`config.mk`:
```
export PLATFORM = sky130hd
export DESIGN_NAME = plic_target_arbiter
export DESIGN_NICKNAME = d
export VERILOG_FILES = /design/src/rtl/plic_pkg.sv /design/src/rtl/plic_max_sel.sv /design/src/rtl/plic_target_arbiter.sv
export SDC_FILE = /design/constraint.sdc
export NUM_CORES = 1
export LEC_CHECK = 0
export CORE_MARGIN = 5
export CORE_UTILIZATION = 44
export DETAILED_ROUTE_END_ITERATION = 8
export HOLD_SLACK_MARGIN = 0.03
export PLACE_DENSITY_LB_ADDON = 0.3
export SETUP_SLACK_MARGIN = 0.05
export SYNTH_ARGS = -nofsm -noshare
export SYNTH_HDL_FRONTEND = slang
export SYNTH_SLANG_ARGS = --single-unit
```
`constraint.sdc`:
```
create_clock -name clk -period 8.35 [get_ports clk]
set_clock_uncertainty 0.15 [all_clocks]
set_input_delay 2.505 -clock clk [delete_from_list [all_inputs] [get_ports clk]]
set_output_delay 2.505 -clock clk [all_outputs]
set_load 0.02 [all_outputs]
```
`src/rtl/plic_pkg.sv`:
```
// Shared PLIC constants: default geometry, target-arbiter state encoding and the
// reserved "no interrupt" claim ID.
package plic_pkg;

  localparam int NUM_SRC_D    = 31;
  localparam int PRIO_W_D     = 3;
  localparam int ID_W_D       = 5;
  localparam int SETTLE_CYC_D = 2;

  localparam logic [1:0] ST_IDLE   = 2'b00;
  localparam logic [1:0] ST_RESP   = 2'b01;
  localparam logic [1:0] ST_SETTLE = 2'b10;

  localparam int ID_NONE = 0;

endpackage

```
`src/rtl/plic_max_sel.sv`:
```
// Combinational max-priority selector over a candidate vector; ties resolve to the
// lower source ID, no candidate yields ID 0 / priority 0.
module plic_max_sel
  import plic_pkg::*;
#(
  parameter int NUM_SRC = NUM_SRC_D,
  parameter int PRIO_W  = PRIO_W_D,
  parameter int ID_W    = ID_W_D
) (
  input  logic [NUM_SRC-1:0]        cand,
  input  logic [NUM_SRC*PRIO_W-1:0] prio,
  output logic [ID_W-1:0]           win_id,
  output logic [PRIO_W-1:0]         win_prio
);

  localparam int LVLS   = $clog2(NUM_SRC);
  localparam int LEAVES = 1 << LVLS;

  logic [LEAVES-1:0]        cand_pad;
  logic [LEAVES*PRIO_W-1:0] prio_pad;
  logic [ID_W-1:0]          t_id [LEAVES];
  logic [PRIO_W-1:0]        t_pr [LEAVES];

  assign cand_pad = LEAVES'(cand);
  assign prio_pad = (LEAVES*PRIO_W)'(prio);

  // Reduce pairwise in place; node n of a level reads 2n/2n+1, so the left
  // (lower-ID) half keeps the tie.
  always_comb begin
    for (int n = 0; n < LEAVES; n++) begin
      t_id[n] = cand_pad[n] ? ID_W'(n + 1) : '0;
      t_pr[n] = cand_pad[n] ? prio_pad[n*PRIO_W +: PRIO_W] : '0;
    end
    for (int l = 1; l <= LVLS; l++) begin
      for (int n = 0; n < (LEAVES >> l); n++) begin
        if (t_pr[2*n+1] > t_pr[2*n]) begin
          t_id[n] = t_id[2*n+1];
          t_pr[n] = t_pr[2*n+1];
        end else begin
          t_id[n] = t_id[2*n];
          t_pr[n] = t_pr[2*n];
        end
      end
    end
  end

  assign win_id   = t_id[0];
  assign win_prio = t_pr[0];

endmodule

```
`src/rtl/plic_target_arbiter.sv`:
```
// Per-target PLIC stage: picks the best enabled pending source, drives eip and
// services claim reads with a short blanking window while the IP FSM drops.
module plic_target_arbiter
  import plic_pkg::*;
#(
  parameter int NUM_SRC    = NUM_SRC_D,
  parameter int PRIO_W     = PRIO_W_D,
  parameter int ID_W       = ID_W_D,
  parameter int SETTLE_CYC = SETTLE_CYC_D
) (
  input  logic                      clk,
  input  logic                      rst_n,
  input  logic [NUM_SRC-1:0]        ip,
  input  logic [NUM_SRC-1:0]        ie,
  input  logic [NUM_SRC*PRIO_W-1:0] prio,
  input  logic [PRIO_W-1:0]         threshold,
  input  logic                      claim_req,
  output logic                      claim_valid,
  output logic [ID_W-1:0]           claim_id,
  output logic [NUM_SRC-1:0]        claim,
  output logic                      claim_busy,
  output logic                      eip
);

  localparam int CNT_W = $clog2(SETTLE_CYC);

  logic [1:0]         state_q;
  logic [ID_W-1:0]    cid_q, best_id_q, win_id;
  logic [PRIO_W-1:0]  best_prio_q, win_prio;
  logic [CNT_W-1:0]   cnt_q;
  logic [NUM_SRC-1:0] cand;

  assign claim_busy  = (state_q != ST_IDLE);
  assign claim_valid = (state_q == ST_RESP);
  assign claim_id    = claim_valid ? cid_q : ID_W'(ID_NONE);

  // The claimed source stays masked until IDLE so a slow-dropping ip is not re-picked.
  for (genvar g = 0; g < NUM_SRC; g++) begin : g_src
    logic masked;
    assign masked   = claim_busy && (cid_q == ID_W'(g + 1));
    assign cand[g]  = ip[g] && ie[g] && (|prio[g*PRIO_W +: PRIO_W]) && !masked;
    assign claim[g] = claim_valid && (cid_q == ID_W'(g + 1));
  end

  plic_max_sel #(
    .NUM_SRC (NUM_SRC),
    .PRIO_W  (PRIO_W),
    .ID_W    (ID_W)
  ) u_sel (
    .cand     (cand),
    .prio     (prio),
    .win_id   (win_id),
    .win_prio (win_prio)
  );

  always_ff @(posedge clk or posedge rst_n) begin
    if (rst_n) begin
      state_q     <= ST_IDLE;
      cid_q       <= '0;
      best_id_q   <= '0;
      best_prio_q <= '0;
      cnt_q       <= '0;
      eip         <= 1'b0;
    end else begin
      best_id_q   <= win_id;
      best_prio_q <= win_prio;
      eip         <= (state_q == ST_IDLE) && (best_prio_q > threshold);
      case (state_q)
        ST_IDLE: begin
          if (claim_req) begin
            state_q <= ST_RESP;
            cid_q   <= best_id_q;
          end
        end
        ST_RESP: begin
          cnt_q   <= CNT_W'(SETTLE_CYC - 1);
          state_q <= ST_SETTLE;
        end
        ST_SETTLE: begin
          if (cnt_q == '0) state_q <= ST_IDLE;
          else             cnt_q   <= cnt_q - 1'b1;
        end
        default: state_q <= ST_IDLE;
      endcase
    end
  end

endmodule

```
==> results by group, run 1 <==
Outcome
  • Status: aborted with a tool error
  • Halt Stage: global routing
  • First Error: [ERROR DPL-0038] Utilization greater than 100%, impossible to legalize

Floorplan
  • Site Rows: 43
  • Initial Util: 44.8%
  • Die height: 129 um
  • Ports: 200
  • Die width: around 130 um

Logic synthesis
  • Compound-Gate Fraction of Synth Area: between 20 and 30%
  • Number of distinct library cells after synthesis: 80
  • Area contributors post-synth: ha_1, mux2i_1, a21oi_1
  • Synth Register Bits: 17
  • Syn. warnings: 0
  • Largest area contributor in the netlist: ha_1
  • Synth top area share: 19.6%
  • Syn Area/Cell: 7.26 um^2
  • Syn_nets: roughly 1100
  • Multiplexer share of the synthesized area: between 10% and 20%
  • Post-synth EDFFs: 0
  • Simple-gate portion of the synthesized area: 27.5%
  • Ys async rst share: between 90% and 100%
  • Largest family of logic cells by synthesized area: simple AND/OR/NAND/NOR gates
  • Synth Instances: roughly 850
  • Register area share after synthesis: under 10%
  • Top FF cell, synth: dfrtp_1
  • Mapped Area: 6200 um^2
  • Adder-cell area share of the yosys netlist: between 15 and 20%
  • Post-synthesis xor/xnor area fraction: 0%

Timing
  • Worst EP kind: register data pin
  • Worst_ep grt: best_id_q[4]$_DFF_PP0_/D

Place
  • Port Buffers: ~200
  • Dpl ws: -0.983 ns
  • Placer Congestion: between 0.9 and 1
  • Post-DP HPWL: 20600 um
  • Placed Area: ~9900 um^2

CTS
  • Root Driver: clkbuf_16
  • Inserted Clock Buffers: 3
  • Htree depth: 1
  • CTS max path bufs: 2
  • Sink Count: 17

Global routing
  • Largest net degree at the start of global routing: 39
## what timing repair did
item	CTS
buffers inserted	142
gates cloned	0
endpoints found under the setup margin	8
gates resized for setup	446
pin swaps	157
hold buffers	0
## synthesized netlist by cell type, types with 5 or more instances
cell type,n
dfrtp_1,17
nand3b_1,20
mux2i_1,51
and2_1,14
or3_1,5
o21ai_0,25
nand3_1,49
nand2b_1,5
nor2_1,45
nor3_1,14
clkbuf_1,13
nand4b_1,6
nor2b_1,7
o2111ai_1,25
and3_1,7
buf_2,9
o311ai_0,10
and4bb_2,6
o31ai_1,8
inv_1,89
ha_1,97
o21a_1,7
nand2_1,95
nand4_1,6
mux2_2,18
a32oi_1,12
a21oi_1,96
## cell families after synthesis
family,after synthesis
AO/OA/AOI/OAI,245
adder cells (fa/ha/maj),97
buffers and inverters,114
flip-flops,17
multiplexers,70
AND/OR/NAND/NOR,311
## per-stage QoR
step / std cells / TNS, ns
floorplan: 854 / -0.213
global placement: 1398 / -4.97
detailed placement: 1398 / -7.24
CTS: 1544 / -0.0732
==> run 2, diff against run 1 <==
--- a/config.mk
+++ b/config.mk
@@ -6,11 +6,9 @@
 export NUM_CORES = 1
 export LEC_CHECK = 0
 export CORE_MARGIN = 5
-export CORE_UTILIZATION = 44
+export CORE_UTILIZATION = 40
 export DETAILED_ROUTE_END_ITERATION = 8
-export HOLD_SLACK_MARGIN = 0.03
-export PLACE_DENSITY_LB_ADDON = 0.3
-export SETUP_SLACK_MARGIN = 0.05
+export PLACE_DENSITY_LB_ADDON = 0.15
 export SYNTH_ARGS = -nofsm -noshare
 export SYNTH_HDL_FRONTEND = slang
 export SYNTH_SLANG_ARGS = --single-unit
==> constraint.sdc (replaced) <==
create_clock -name clk -period 10.85 [get_ports clk]
set_clock_uncertainty 0.15 [all_clocks]
set_input_delay 3.255 -clock clk [delete_from_list [all_inputs] [get_ports clk]]
set_output_delay 3.255 -clock clk [all_outputs]
set_load 0.02 [all_outputs]
==> results by group, run 2 <==
Floorplan
  • Core area: around 15000 um^2
  • Die area: 18100 um^2
  • Ports: 200 (unchanged)
  • Die height: 135 um (+4.5%)
  • Die width: 135 um (+4.5%)
  • Site Rows: 45 (+4.7%)
  • Initial Util: 40.8% (-4.1 points)

Power and ir drop
  • Final Power: ~0.0016 W
  • Max VDD drop: approximately 0.12 mV
  • Pwr Density: roughly 180 nW/um^2
  • Leak pwr: 3.82 nW

Setup path
  • Crit path kind: in2reg
  • WP data required: 10.89 ns
  • Most Frequent Cell on Critical Path: ha_1
  • Crit path arrival time: between 10 and 15 ns
  • CP Launch Type: input port
  • Critical Path Sink Type: flip-flop
  • Slowest CP cell: clkdlybuf4s50_1
  • Critical Path Fanout Max: 8
  • Worst path max stage delay: ~0.48 ns

Cells and area
  • Multi-input gate area: roughly 5400 um^2
  • Layout net count: ~1300
  • Commonest non-fill, non-tap cell in the layout: clkdlybuf4s50_1
  • Fillers: ~1500
  • Cell area after layout: between 8000 and 9000 um^2
  • Flip-flop and latch area: 425 um^2
  • Ant. Diodes: 0
  • Layout cells sized above 1: 7.39%
  • Most frequent cells in the layout: clkdlybuf4s50_1, ha_1, nand2_1
  • Syn-to-layout area delta: 39.3%
  • Largest regs: best_id_q: 5 flops, cid_q: 5 flops, best_prio_q: 3 flops

Logic synthesis
  • Simple-gate portion of the synthesized area: 27.5% (unchanged)
  • Syn_nets: 1112 (unchanged)
  • Register area share after synthesis: 6.86% (unchanged)
  • Post-synth EDFFs: 0 (unchanged)
  • Multiplexer share of the synthesized area: 11.7% (unchanged)
  • Mapped Area: 6200 um^2 (unchanged)
  • Syn. warnings: 0 (unchanged)
  • Post-synthesis xor/xnor area fraction: 0% (unchanged)
  • Syn Area/Cell: 7.26 um^2 (unchanged)
  • Post-synth top cells: ha_1, a21oi_1, nand2_1, inv_1, mux2i_1
  • Adder-cell area share of the yosys netlist: 19.6% (unchanged)
  • Ys async rst share: 100% (unchanged)
  • Largest family of logic cells by synthesized area: simple AND/OR/NAND/NOR gates
  • Largest area contributor in the netlist: ha_1
  • Top FF cell, synth: dfrtp_1
  • Synth Register Bits: 17 (unchanged)
  • Number of distinct library cells after synthesis: 80 (unchanged)
  • Synth Instances: 854 (unchanged)
  • Most frequent cell after synthesis: ha_1
  • Synth top area share: 19.6% (unchanged)
  • Compound-Gate Fraction of Synth Area: 27.1% (unchanged)
  • Area contributors post-synth: ha_1, mux2i_1, a21oi_1

CTS
  • Inserted Clock Buffers: 3 (unchanged)
  • CTS tree: done
  • CTS max path bufs: 2 (unchanged)
  • Root Driver: clkbuf_16
  • Sink Count: 17 (unchanged)
  • Worst-path clk slew: approximately 0.060 ns
  • Clk_lat worst skew: around 0.25 ns
  • Htree depth: 1 (unchanged)

Place
  • Placed Area: 8470 um^2 (-15%)
  • Post-DP HPWL: 19400 um (-6.1%)
  • Dpl ws: 0.0176 ns (+1.00 ns)
  • Placer Congestion: 0.903 (-3.6%)
  • Port Buffers: 199 (unchanged)

Timing
  • Final Hold Fails: 0
  • Final worst slack: 0.547 ns
  • Setup_tns: 0 ns
  • Final setup vio count: 0
  • Least-Margin Pin Slew: a little over 1 ns
  • Final Max Tran Viols: 0
  • Min cycle time layout: ~10 ns
  • Hold_ws: 0.329 ns
  • Max Clk Rate: just under 0.1 GHz
  • Post-route clock period utilization: about 95%
  • Max-slew headroom: ~31%

Drt
  • WL final: 23000 um
  • Initial DRC Count: between 400 and 500
  • Drt wl/cell: about 18 um
  • Drt via density: slightly below 6
  • DRC violations left: 0
  • DR pass1 iterations: 6
  • Routed Antenna Nets: 0
  • Via Count: roughly 7400

Global routing
  • Number of global-route vias before repair: 7118
  • Initial antenna violation count: 0
  • Gr usage total: about 24%
  • GRT Max-Usage Layer: met2
  • Global-route wire length before repair: about 36000 um
  • Met3 track demand over resource: between 4 and 5%
  • Global Route met2 Usage: between 40% and 50%
  • Largest net degree at the start of global routing: 39
  • Grt ovf: 0
  • GR Layer Usage met1: between 30% and 40%

Worst hold path
  • HP Class: reg2reg

Outcome
  • Status: complete, no violations

Run
  • MaxCap Viol Count: 0
[run 2: critical path: cells and delay by family]
| family | cells | cell delay [ns] |
|---|---|---|
| mux | 3 | 0.81 |
| compound gates | 11 | 2.43 |
| buf+inv | 5 | 1.03 |
| simple gates | 9 | 1.35 |
| fa+ha+maj | 5 | 1.47 |
[run 2: cell type report]
class / count / area share [%]
multi-input combinational: 723 / 62.5
timing repair buffer: 222 / 25.1
sequential: 17 / 4.92
inverter: 89 / 3.87
tap: 188 / 2.72
clock buffer: 3 / 0.869
clock inverter: 1 / 0.0869
[run 2: metrics by stage]
stage	cells	utilization, %
finish	1243	56.8
global route	1243	56.8
CTS	1241	56.3
detailed placement	1237	55.7
global placement	1237	55.7
floorplan	854	-
[run 2: path summary, 6_finish.rpt]
check	slack (ns)	end	depth (start not counted)	from
worst max register to register	2.29	best_id_q[4]$_DFF_PP0_	36	state_q[0]$_DFFE_PP0P_
max in group asynchronous	6.86	cid_q[2]$_DFFE_PP0P_	2	rst_n
worst min register to register	0.33	cid_q[3]$_DFFE_PP0P_	1	best_id_q[3]$_DFF_PP0_
worst min-delay path	0.33	cid_q[3]$_DFFE_PP0P_	1	best_id_q[3]$_DFF_PP0_
worst max-delay path	0.55	best_id_q[4]$_DFF_PP0_	33	ip[16]
min in group asynchronous	3.26	best_prio_q[0]$_DFF_PP0_	2	rst_n
[run 2: what timing repair did]
action | CTS | global route
hold buffers | 0 | 0
endpoints found under the setup margin | 0 | 8
buffers inserted | 0 | 2
resized for setup | 0 | 17
[run 2: per-layer routing]
layer	routed length (um)	up-vias
li1	-	3664
met1	10000	3407
met2	10800	269
met3	1720	26
met4	444	0
met5	0	-
[run 2: logic make-up after synthesis]
family,after synthesis
buffers and inverters,114
adders and majority gates,97
DFF,17
AOI/OAI and AO/OA,245
muxes,70
and+or+nand+nor,311
[run 2: report_power, final]
part           switching [W]  internal, W  leakage [nW]
Sequential         0.0000186    0.0000979         0.216
Combinational       0.000800     0.000567          3.57
Clock              0.0000270    0.0000498        0.0371
Total               0.000846     0.000714          3.82
Power figures use the tool's default switching activity.
==> run 3, diff against run 2 <==
--- a/config.mk
+++ b/config.mk
@@ -8,6 +8,7 @@
 export CORE_MARGIN = 5
 export CORE_UTILIZATION = 40
 export DETAILED_ROUTE_END_ITERATION = 8
+export GPL_ROUTABILITY_DRIVEN = 0
 export PLACE_DENSITY_LB_ADDON = 0.15
 export SYNTH_ARGS = -nofsm -noshare
 export SYNTH_HDL_FRONTEND = slang
==> results of run 3 <==
No change in the layout: final DEF, timing and power equal those of run 2.
